**config.mk**
```make
export PLATFORM = sky130hd
export DESIGN_NAME = acumulador_sat_flat
export DESIGN_NICKNAME = d
export VERILOG_FILES = /design/src/rtl/acumulador_sat_if.sv /design/src/rtl/acumulador_sat.sv /design/src/flat_wrapper.sv
export SDC_FILE = /design/constraint.sdc
export NUM_CORES = 1
export LEC_CHECK = 0
export BUFFER_PORTS_ARGS = -buffer_cell sky130_fd_sc_hd__buf_2
export CORE_ASPECT_RATIO = 1.1
export CORE_MARGIN = 2
export CORE_UTILIZATION = 50
export DETAILED_ROUTE_END_ITERATION = 8
export HOLD_SLACK_MARGIN = 0.12
export PLACE_DENSITY_LB_ADDON = 0.08
export SETUP_SLACK_MARGIN = 0.02
export SYNTH_ARGS = -nofsm -noshare
export SYNTH_HDL_FRONTEND = slang
export SYNTH_SLANG_ARGS = --single-unit
export TNS_END_PERCENT = 20
```
**constraint.sdc**
```tcl
create_clock -name clk -period 3.1 [get_ports clk]
set_input_delay 0.93 -clock clk [delete_from_list [all_inputs] [get_ports clk]]
set_output_delay 0.93 -clock clk [all_outputs]
set_load 0.01 [all_outputs]
```
**src/rtl/acumulador_sat_if.sv**
```systemverilog
// Sample stream and result bundle between the sample source and acumulador_sat.
// The master drives samples and control, and the slave returns the accumulated result.
interface acumulador_sat_if #(
  parameter int N = 25
);
  logic         clear;
  logic [1:0]   mode;
  logic         in_valid;
  logic [N-1:0] In;
  logic [N-1:0] Acumulado;
  logic         out_valid;
  logic         changed;
  logic         sat;

  modport master (
    output clear, mode, in_valid, In,
    input  Acumulado, out_valid, changed, sat
  );

  modport slave (
    input  clear, mode, in_valid, In,
    output Acumulado, out_valid, changed, sat
  );
endinterface

```
**src/rtl/acumulador_sat.sv**
```systemverilog
// Mode-selectable saturating accumulator: hold, track, integrate-and-dump and free-run.
// Uses signed N-bit two's-complement data with a sticky overflow flag and a valid handshake.
module acumulador_sat #(
  parameter int N = 25,
  parameter int D = 4
) (
  input logic            clk,
  input logic            rst_n,
  acumulador_sat_if.slave bus
);
  localparam int CW = (D > 1) ? $clog2(D) : 1;
  localparam logic [CW-1:0] CNT_LAST = CW'(D - 1);
  localparam logic [N-1:0]  MAX_VAL = {1'b0, {(N-1){1'b1}}};
  localparam logic [N-1:0]  MIN_VAL = {1'b1, {(N-1){1'b0}}};

  typedef enum logic [1:0] {
    MODE_HOLD  = 2'b00,
    MODE_TRACK = 2'b01,
    MODE_DUMP  = 2'b10,
    MODE_FREE  = 2'b11
  } mode_e;

  logic [N-1:0]  acc_q, acc_d;
  logic [CW-1:0] cnt_q, cnt_d;
  logic [1:0]    mode_q, mode_d;
  logic [N-1:0]  acumulado_q, acumulado_d;
  logic          out_valid_q, out_valid_d;
  logic          changed_q, changed_d;
  logic          sat_q, sat_d;

  logic [N:0]    sum;
  logic [N-1:0]  sum_sat;
  logic          clamp;

  // The top two bits of the N+1 bit sum disagree only when the result is out of range.
  always_comb begin
    sum   = {acc_q[N-1], acc_q} + {bus.In[N-1], bus.In};
    clamp = sum[N] ^ sum[N-1];
    if (!clamp)
      sum_sat = sum[N-1:0];
    else if (sum[N])
      sum_sat = MIN_VAL;
    else
      sum_sat = MAX_VAL;
  end

  always_comb begin
    acc_d       = acc_q;
    cnt_d       = cnt_q;
    mode_d      = mode_q;
    acumulado_d = acumulado_q;
    out_valid_d = 1'b0;
    changed_d   = 1'b0;
    sat_d       = sat_q;

    if (bus.clear) begin
      acc_d       = '0;
      cnt_d       = '0;
      mode_d      = bus.mode;
      acumulado_d = '0;
      sat_d       = 1'b0;
    end else if (bus.mode != mode_q) begin
      // Switching modes restarts accumulation but keeps the last published result.
      acc_d  = '0;
      cnt_d  = '0;
      mode_d = bus.mode;
    end else if (bus.in_valid) begin
      case (mode_e'(mode_q))
        MODE_TRACK: begin
          acumulado_d = bus.In;
          out_valid_d = 1'b1;
          changed_d   = (bus.In != acumulado_q);
        end
        MODE_DUMP: begin
          sat_d = sat_q | clamp;
          if (cnt_q == CNT_LAST) begin
            acumulado_d = sum_sat;
            acc_d       = '0;
            cnt_d       = '0;
            out_valid_d = 1'b1;
          end else begin
            acc_d = sum_sat;
            cnt_d = cnt_q + CW'(1);
          end
        end
        MODE_FREE: begin
          sat_d       = sat_q | clamp;
          acc_d       = sum_sat;
          acumulado_d = sum_sat;
          out_valid_d = 1'b1;
        end
        default: ;
      endcase
    end
  end

  always_ff @(posedge clk) begin
    if (!rst_n) begin
      acc_q       <= '0;
      cnt_q       <= '0;
      mode_q      <= bus.mode;
      acumulado_q <= '0;
      out_valid_q <= 1'b0;
      changed_q   <= 1'b0;
      sat_q       <= 1'b0;
    end else begin
      acc_q       <= acc_d;
      cnt_q       <= cnt_d;
      mode_q      <= mode_d;
      acumulado_q <= acumulado_d;
      out_valid_q <= out_valid_d;
      changed_q   <= changed_d;
      sat_q       <= sat_d;
    end
  end

  assign bus.Acumulado = acumulado_q;
  assign bus.out_valid = out_valid_q;
  assign bus.changed   = changed_q;
  assign bus.sat       = sat_q;
endmodule

```
**src/flat_wrapper.sv**
```systemverilog
// flat-port wrapper written by rule: the top's interface ports become plain ports
module acumulador_sat_flat 
#(
  parameter int N = 25,
  parameter int D = 4
)
  (clk, rst_n, bus_clear, bus_mode, bus_in_valid, bus_In, bus_Acumulado, bus_out_valid, bus_changed, bus_sat);
  acumulador_sat_if #(.N(N)) bus_i ();
  input logic clk;
  input logic rst_n;
  input wire logic [$bits(bus_i.clear)-1:0] bus_clear;
  input wire logic [$bits(bus_i.mode)-1:0] bus_mode;
  input wire logic [$bits(bus_i.in_valid)-1:0] bus_in_valid;
  input wire logic [$bits(bus_i.In)-1:0] bus_In;
  output wire logic [$bits(bus_i.Acumulado)-1:0] bus_Acumulado;
  output wire logic [$bits(bus_i.out_valid)-1:0] bus_out_valid;
  output wire logic [$bits(bus_i.changed)-1:0] bus_changed;
  output wire logic [$bits(bus_i.sat)-1:0] bus_sat;
  assign bus_i.clear = bus_clear;
  assign bus_i.mode = bus_mode;
  assign bus_i.in_valid = bus_in_valid;
  assign bus_i.In = bus_In;
  assign bus_Acumulado = bus_i.Acumulado;
  assign bus_out_valid = bus_i.out_valid;
  assign bus_changed = bus_i.changed;
  assign bus_sat = bus_i.sat;
  acumulador_sat #(.N(N), .D(D)) u_core (.clk(clk), .rst_n(rst_n), .bus(bus_i));
endmodule
```
==> metrics.md, run 1 <==
| Metric | Value |
|---|---|
| Peak VDD IR | `262.7 uV` |
| Clock buffer depth | `2` |
| Average wire per standard cell | `17.41 microns` |
| Initial antenna violation count | `0` |
| Worst Path Required | `3330 ps` |
| Reg2Reg Setup Slack | `430 ps` |
| Least-Margin Pin Slew | `502.8 ps` |
| Via count | `4617` |
| CTS sink cnt | `57` |
| Clk_lat worst skew | `350 ps` |
| Synthesis Warnings | `0` |
| Synth area leaders | `dfxtp_1, nand2_1, ha_1, a221oi_2, xor2_1` |
| First-pass detailed-route iteration total | `5` |
| Clock Pin Slew Worst Setup and Hold Paths | `70 ps` |
| Status | `complete, no violations` |
| Mean area per synthesized cell | `8.015 sq um` |
| Total routed wirelength | `13.91 mm` |
| Port bufs | `58` |
| Hold path depth | `2` |
| Leading register cell type out of synthesis | `dfxtp_1` |
| Die Area | `9166 sq um` |
| I/O pin cnt | `59` |
| Share of cells above drive strength 1 | `37.21%` |
| Yosys top cell by area | `dfxtp_1` |
| Rel. slew slack | `66.48%` |
| Synth top area share | `26.17%` |
| Final min period | `3057 ps` |
| Unique masters post-synth | `68` |
| Hold_ws | `452.3 ps` |
| Ant diodes | `0` |
| RSZ-0062 raised after global routing | `true` |
| 1st-iter DRT viols | `193` |
| R2R depth | `10` |
| Slew Limit Fails | `0` |
| GRT overflow | `0` |
| RR Endpoint | `u_core.acc_q[1]` |
| # setup viols final | `0` |
| Core ar. | `8277 sq um` |
| Reg-to-reg startpoint | `u_core.acc_q[3]` |
| Worst setup EP type | `flip-flop` |
| EDFF count, synth | `2` |
| Clock skew | `11.94 ps` |
| Pleak | `0.002558 uW` |
| Chip Width | `91.47 microns` |
| Post-synth top cells | `nand2_1, dfxtp_1, o21ai_0` |
| Seq/Total Area, Yosys | `27.59%` |
| Fin crit share | `98.61%` |
| Post-DP HPWL | `10.25 mm` |
| Hold_sp | `u_core.acc_q[17]` |
| GPL Wtd Cong | `0.9397` |
| Hold_buf cts | `0` |
| Post-layout power | `1852 uW` |
| Post-Syn Instances | `525` |
| Setup WS post-layout | `43.07 ps` |
| Residual DRC | `0` |
| Total Nets Final | `741` |
| Fmax | `327.1 MHz` |
| Row count | `35` |
| Synth async-reset ratio | `0%` |
| Post-route ant nets | `0` |
| Crit path arrival time | `3290 ps` |
| Total GRT Usage | `29.80%` |
| Hold Crit Endpoint | `u_core.acc_q[17]` |
| Worst Setup SP | `bus_In[0]` |
| Area delta synth->final | `38.54%` |
| Area of placed instances | `5408 sq um` |
| Post-route cell area | `5829 sq um` |
| Final Hold Viols | `0` |
| CTS tree | `yes` |
| Number of global-route vias before repair | `4431` |
| Hold/Removal Path Class | `flip-flop to flip-flop` |
| Max Cap Viol | `0` |
| Post-layout util | `70.43%` |
| Synthesized net count | `583` |
| First-pass GRT wire length | `21.52 mm` |
| PwrDens | `317.7 nW/um^2` |
| Fillers | `682` |
| Mapped Area | `4208 sq um` |
| Seq cells post-synth | `57` |
| Number of H-tree levels | `3` |
| Count leader, synth | `nand2_1` |
| Initial core utilization | `50.84%` |
| Root Driver | `clkbuf_8` |
| Critical Path Start Type | `input pin` |
| Die H | `100.2 microns` |
| Largest net degree at the start of global routing | `32` |
| Worst slack at placement | `-351.2 ps` |
| Num CTS Buffers | `9` |
| Via/cell ratio | `5.778` |
| Crit Path Class | `input pin to flip-flop` |
| CP max FO | `6` |
==> how the worst max path moves through the flow <==
| stage | to | slack (ps) | cells after the start |
|---|---|---|---|
| 2_1_floorplan | u_core.acc_q[1] | -0.2 | 10 |
| 3_3_place_gp | u_core.bus.Acumulado[23] | -290 | 14 |
| 3_5_place_dp | u_core.acc_q[21] | -350 | 15 |
| 4_1_cts | u_core.bus.Acumulado[1] | 2 | 11 |
| 5_1_grt | u_core.bus.Acumulado[1] | -40 | 13 |
| 6_report | u_core.acc_q[1] | 40 | 13 |
==> sequential cells by signal, indices dropped and copies added (netlist names) <==
| name | cells |
|---|---|
| u_core.bus.changed | 1 |
| u_core.bus.out_valid | 1 |
| u_core.mode_q | 2 |
| u_core.bus.Acumulado | 25 |
| u_core.acc_q | 25 |
| u_core.bus.sat | 1 |
| u_core.cnt_q | 2 |
==> kinds of logic after synthesis <==
| family | after synthesis | share of synthesized area (%) |
|---|---|---|
| adders and majority gates | 28 | 8.445 |
| DFF | 57 | 27.59 |
| muxes | 2 | 0.5352 |
| buffers and inverters | 43 | 4.639 |
| and+or+nand+nor | 193 | 20.64 |
| AOI/OAI and AO/OA | 156 | 28.40 |
| xor gates and xnor gates | 46 | 9.753 |
==> metrics by stage <==
step	TNS, ps	cells
floorplan	-0.2032	525
global placement	-9995	778
detailed placement	-12140	778
CTS	0	794
global route	-205.2	799
finish	0	799
==> power by group <==
part	switching (uW)	internal (uW)	leakage (uW)	total, uW
registers	9.17	747	0.000465	756
clock network	335	392	0.0000993	727
logic	204	164	0.00199	369
==> critical path, cell delays in order <==
cell and delay (ps):
buf_2 120, ha_2 180, inv_1 70, fa_2 200
nand2b_4 140, a21oi_4 60, o211ai_2 220, a31oi_2 130
or2_0 230, buf_4 170, maj3_1 420, o22a_1 250
a22o_1 180
==> cells in the final DEF, fill, tap and decap left out, types with 21 or more instances in the layout <==
| master | count |
|---|---|
| dfxtp_1 | 55 |
| nand3_1 | 29 |
| o21ai_0 | 38 |
| a21oi_1 | 24 |
| xor2_1 | 23 |
| a221oi_2 | 21 |
| buf_2 | 58 |
| buf_4 | 116 |
| nand2_1 | 95 |
==> layout make-up <==
cell class / instances / area (sq um) / area share (%)
Sequential cell: 57 / 1161 / 19.92
Inverter: 13 / 48.80 / 0.8371
Tap cell: 111 / 138.9 / 2.382
Multi-Input combinational cell: 425 / 3067 / 52.61
Timing Repair Buffer: 177 / 1216 / 20.86
Clock buffer: 11 / 141.4 / 2.425
Clock inverter: 5 / 56.30 / 0.9659
==> per-layer routing <==
| metal | global-route usage (%) | vias to the layer above | part of all wire (%) |
|---|---|---|---|
| li1 | - | 2224 | - |
| met1 | 39.47 | 2203 | 44 |
| met2 | 49.66 | 161 | 48 |
| met3 | 4.505 | 29 | 6.0 |
| met4 | 10.26 | 0 | 2.4 |
| met5 | 0 | - | 0 |
==> what timing repair did <==
| item | in CTS | in global routing |
|---|---|---|
| gates resized for setup | 0 | 30 |
| setup buffers | 0 | 5 |
| pin swaps | 0 | 12 |
| endpoints found under the setup margin | 3 | 39 |
No activity file was read; power rests on OpenSTA's default activity.
==> inputs of run 2 (changes only) <==
Settings changed: ABC_AREA from default to 1.
==> run 2 against run 1 <==
Die area grew 4.8%. Setup slack gained 290 ps. Register-to-register slack gained 240 ps. Final area shrank 13%. Clock skew shrank 2.0 ps. Count of clock-buffer cells in the layout shrank 1. Non-clock buffer count shrank 102. Largest cell class unchanged. Highest routed layer unchanged.
==> metrics.md, run 2 <==
| Metric | Value |
|---|---|
| Status | `complete, no violations` |
| Buffer and inverter count on the worst path | `3` |
| Reg2Reg Setup Slack | `670 ps` |
| Worst setup EP type | `flip-flop` |
| Hold path depth | `2` |
| Port bufs | `58` |
| Clock buffer depth | `2` |
| Total Nets Final | `831` |
| Synth async-reset ratio | `0%` |
| Final min period | `2769 ps` |
| First-pass GRT wire length | `20.82 mm` |
| Pleak | `0.002505 uW` |
| Number of H-tree levels | `3` |
| Sequence of cells on the critical path | `buf_2, ha_1, inv_1, fa_1, inv_1, nand2_1, o21ai_0, nand2_1, nand2_1, nand3_1, nand2_1, nand2_1, nand2_1, nand2_1, nand3_1, nand3_1, nand2_1, a21oi_1` |
| Rel. slew slack | `28.91%` |
| EDFF count, synth | `2` |
| Initial antenna violation count | `0` |
| R2R depth | `17` |
| Leading register cell type out of synthesis | `dfxtp_1` |
| First-pass detailed-route iteration total | `5` |
| GPL Wtd Cong | `0.9015` |
| CP max FO | `3` |
| Critical Path Start Type | `input pin` |
| Count leader, synth | `nand2_1` |
| Post-DP HPWL | `9.313 mm` |
| Initial core utilization | `52.02%` |
| Seq/Total Area, Yosys | `26.27%` |
| Area of the multi-input gates | `2935 sq um` |
| Fillers | `868` |
| Largest delay contributor family on the critical path | `simple AND/OR/NAND/NOR gates` |
| Total GRT Usage | `27.53%` |
| Yosys top cell by area | `dfxtp_1` |
| Chip Width | `93.64 microns` |
| Crit Path Class | `input pin to flip-flop` |
| # setup viols final | `0` |
| Crit path arrival time | `2990 ps` |
| Register area | `1161 sq um` |
| Clk_lat worst skew | `350 ps` |
| Core ar. | `8496 sq um` |
| Post-CTS sizing | `0` |
| Clock Pin Slew Worst Setup and Hold Paths | `70 ps` |
| RR Endpoint | `u_core.bus.Acumulado[22]` |
| Row count | `35` |
| Clock skew | `9.965 ps` |
| Hold_buf cts | `0` |
| Synthesized net count | `772` |
| Die H | `102.6 microns` |
| Via count | `4671` |
| Mapped Area | `4419 sq um` |
| Non-Filler Instances | `889` |
| Die Area | `9607 sq um` |
| I/O pin cnt | `59` |
| Least-Margin Pin Slew | `1065 ps` |
| Hold Crit Endpoint | `u_core.bus.sat` |
| Area delta synth->final | `14.95%` |
| Synthesis Warnings | `0` |
| Most frequent cells in the layout | `nand2_1, nor2_1, a21oi_1, buf_2, dfxtp_1` |
| Residual DRC | `0` |
| PwrDens | `373.1 nW/um^2` |
| RSZ-0062 raised after global routing | `false` |
| Ant diodes | `0` |
| Post-layout util | `59.79%` |
| Root Driver | `clkbuf_8` |
| Unique masters post-synth | `33` |
| GRT overflow | `0` |
| Via/cell ratio | `5.254` |
| Fmax | `361.1 MHz` |
| Share of cells above drive strength 1 | `14.65%` |
| Synth area leaders | `dfxtp_1, nand2_1, a21oi_1, ha_1, nor2_1` |
| Setup TNS Final | `0 ps` |
| Synth top area share | `24.92%` |
| CTS sink cnt | `57` |
| DP Cell Count | `873` |
| Reg-to-reg startpoint | `u_core.acc_q[0]` |
| Post-CTS Setup Repair Bufs | `0` |
| Crit-path most repeated cell | `nand2_1` |
| Hold/Removal Path Class | `flip-flop to flip-flop` |
| CP peak stage delay | `370 ps` |
| Hold_sp | `u_core.bus.sat` |
| CTS tree | `yes` |
| Fin crit share | `89.32%` |
| Slew Limit Fails | `0` |
| Post-route ant nets | `0` |
| Post-synth top cells | `nand2_1, nor2_1, a21oi_1` |
| Hold_ws | `463.0 ps` |
| Max Cap Viol | `0` |
| Seq cells post-synth | `57` |
| Most common cell after layout, fill and taps aside | `nand2_1` |
| Total routed wirelength | `12.45 mm` |
| Mean area per synthesized cell | `6.189 sq um` |
| Post-Syn Instances | `714` |
| Worst Path Required | `3330 ps` |
| Number of global-route vias before repair | `4460` |
| 1st-iter DRT viols | `213` |
| Largest net degree at the start of global routing | `50` |
| Peak VDD IR | `242.0 uV` |
| Slowest cell on crit path | `fa_1` |
| Final Hold Viols | `0` |
| Average wire per standard cell | `14.00 microns` |
| Num CTS Buffers | `9` |
-- run 2: changes by cell type after synthesis, sizes merged, moves of 8 or more --
cell	delta
nor2	+62
o21ai	-43
nand3	+19
o211ai	-8
a21oi	+47
inv	+36
nand2	+163
a221oi	-24
-- run 2: cell type report --
cell class              instances  area share [%]
multi-input cells             579           57.78
flip-flops and latches         57           22.86
repair buffers                 75           8.719
inverters                      51           3.768
well taps                     111           2.734
clock buffers                  10           2.512
clock inverters                 6           1.626
-- run 2: metal layers --
| layer | vias up | share of wire, % | global-route usage, % |
|---|---|---|---|
| met2 | 142 | 49 | 49.25 |
| met1 | 2095 | 43 | 33.20 |
| met5 | - | 0 | 0 |
| li1 | 2406 | - | - |
| met3 | 28 | 4.8 | 3.436 |
| met4 | 0 | 3.6 | 12.37 |
-- run 2: power breakdown --
part	internal, uW	switching [uW]
combinational	127	233
clock	449	330
sequential	747	8.77
-- run 2: cell families after synthesis --
logic type | Yosys count | share of synthesized area [%]
AO/OA/AOI/OAI | 89 | 10.48
XOR/XNOR | 41 | 8.126
adder cells (fa/ha/maj) | 27 | 7.814
buffers and inverters | 78 | 7.390
flip-flops | 57 | 26.27
AND/OR/NAND/NOR | 422 | 39.92
-- run 2: worst max-delay path by stage --
stage | start | to | slack, ps | cells after the start
3_3_place_gp | bus_In[0] | u_core.bus.Acumulado[22] | 40 | 18
2_1_floorplan | bus_In[0] | u_core.bus.Acumulado[22] | 300 | 17
4_1_cts | bus_In[0] | u_core.bus.Acumulado[22] | 330 | 18
5_1_grt | bus_In[0] | u_core.bus.Acumulado[22] | 30 | 18
6_report | bus_In[0] | u_core.bus.Acumulado[22] | 330 | 18
3_5_place_dp | bus_In[0] | u_core.bus.Acumulado[22] | -40 | 18
-- run 2: worst register-to-register path, delay by kind of cell, from the launching register on --
family / cells / cell delay, ps
AO/OA/AOI/OAI: 2 / 300
adder cells (fa/ha/maj): 2 / 540
buffers and inverters: 2 / 130
flip-flops: 1 / 360
AND/OR/NAND/NOR: 11 / 980
-- run 2: per-stage QoR --
step           power [uW]  cell area (sq um)  setup WS, ps
2_1_floorplan        1022               4419         302.6
3_3_place_gp         1125               4870         42.07
3_5_place_dp         1130               4870        -40.33
4_1_cts              1902               5080         325.7
5_1_grt              1980               5080         32.49
6_report             1895               5080         331.1
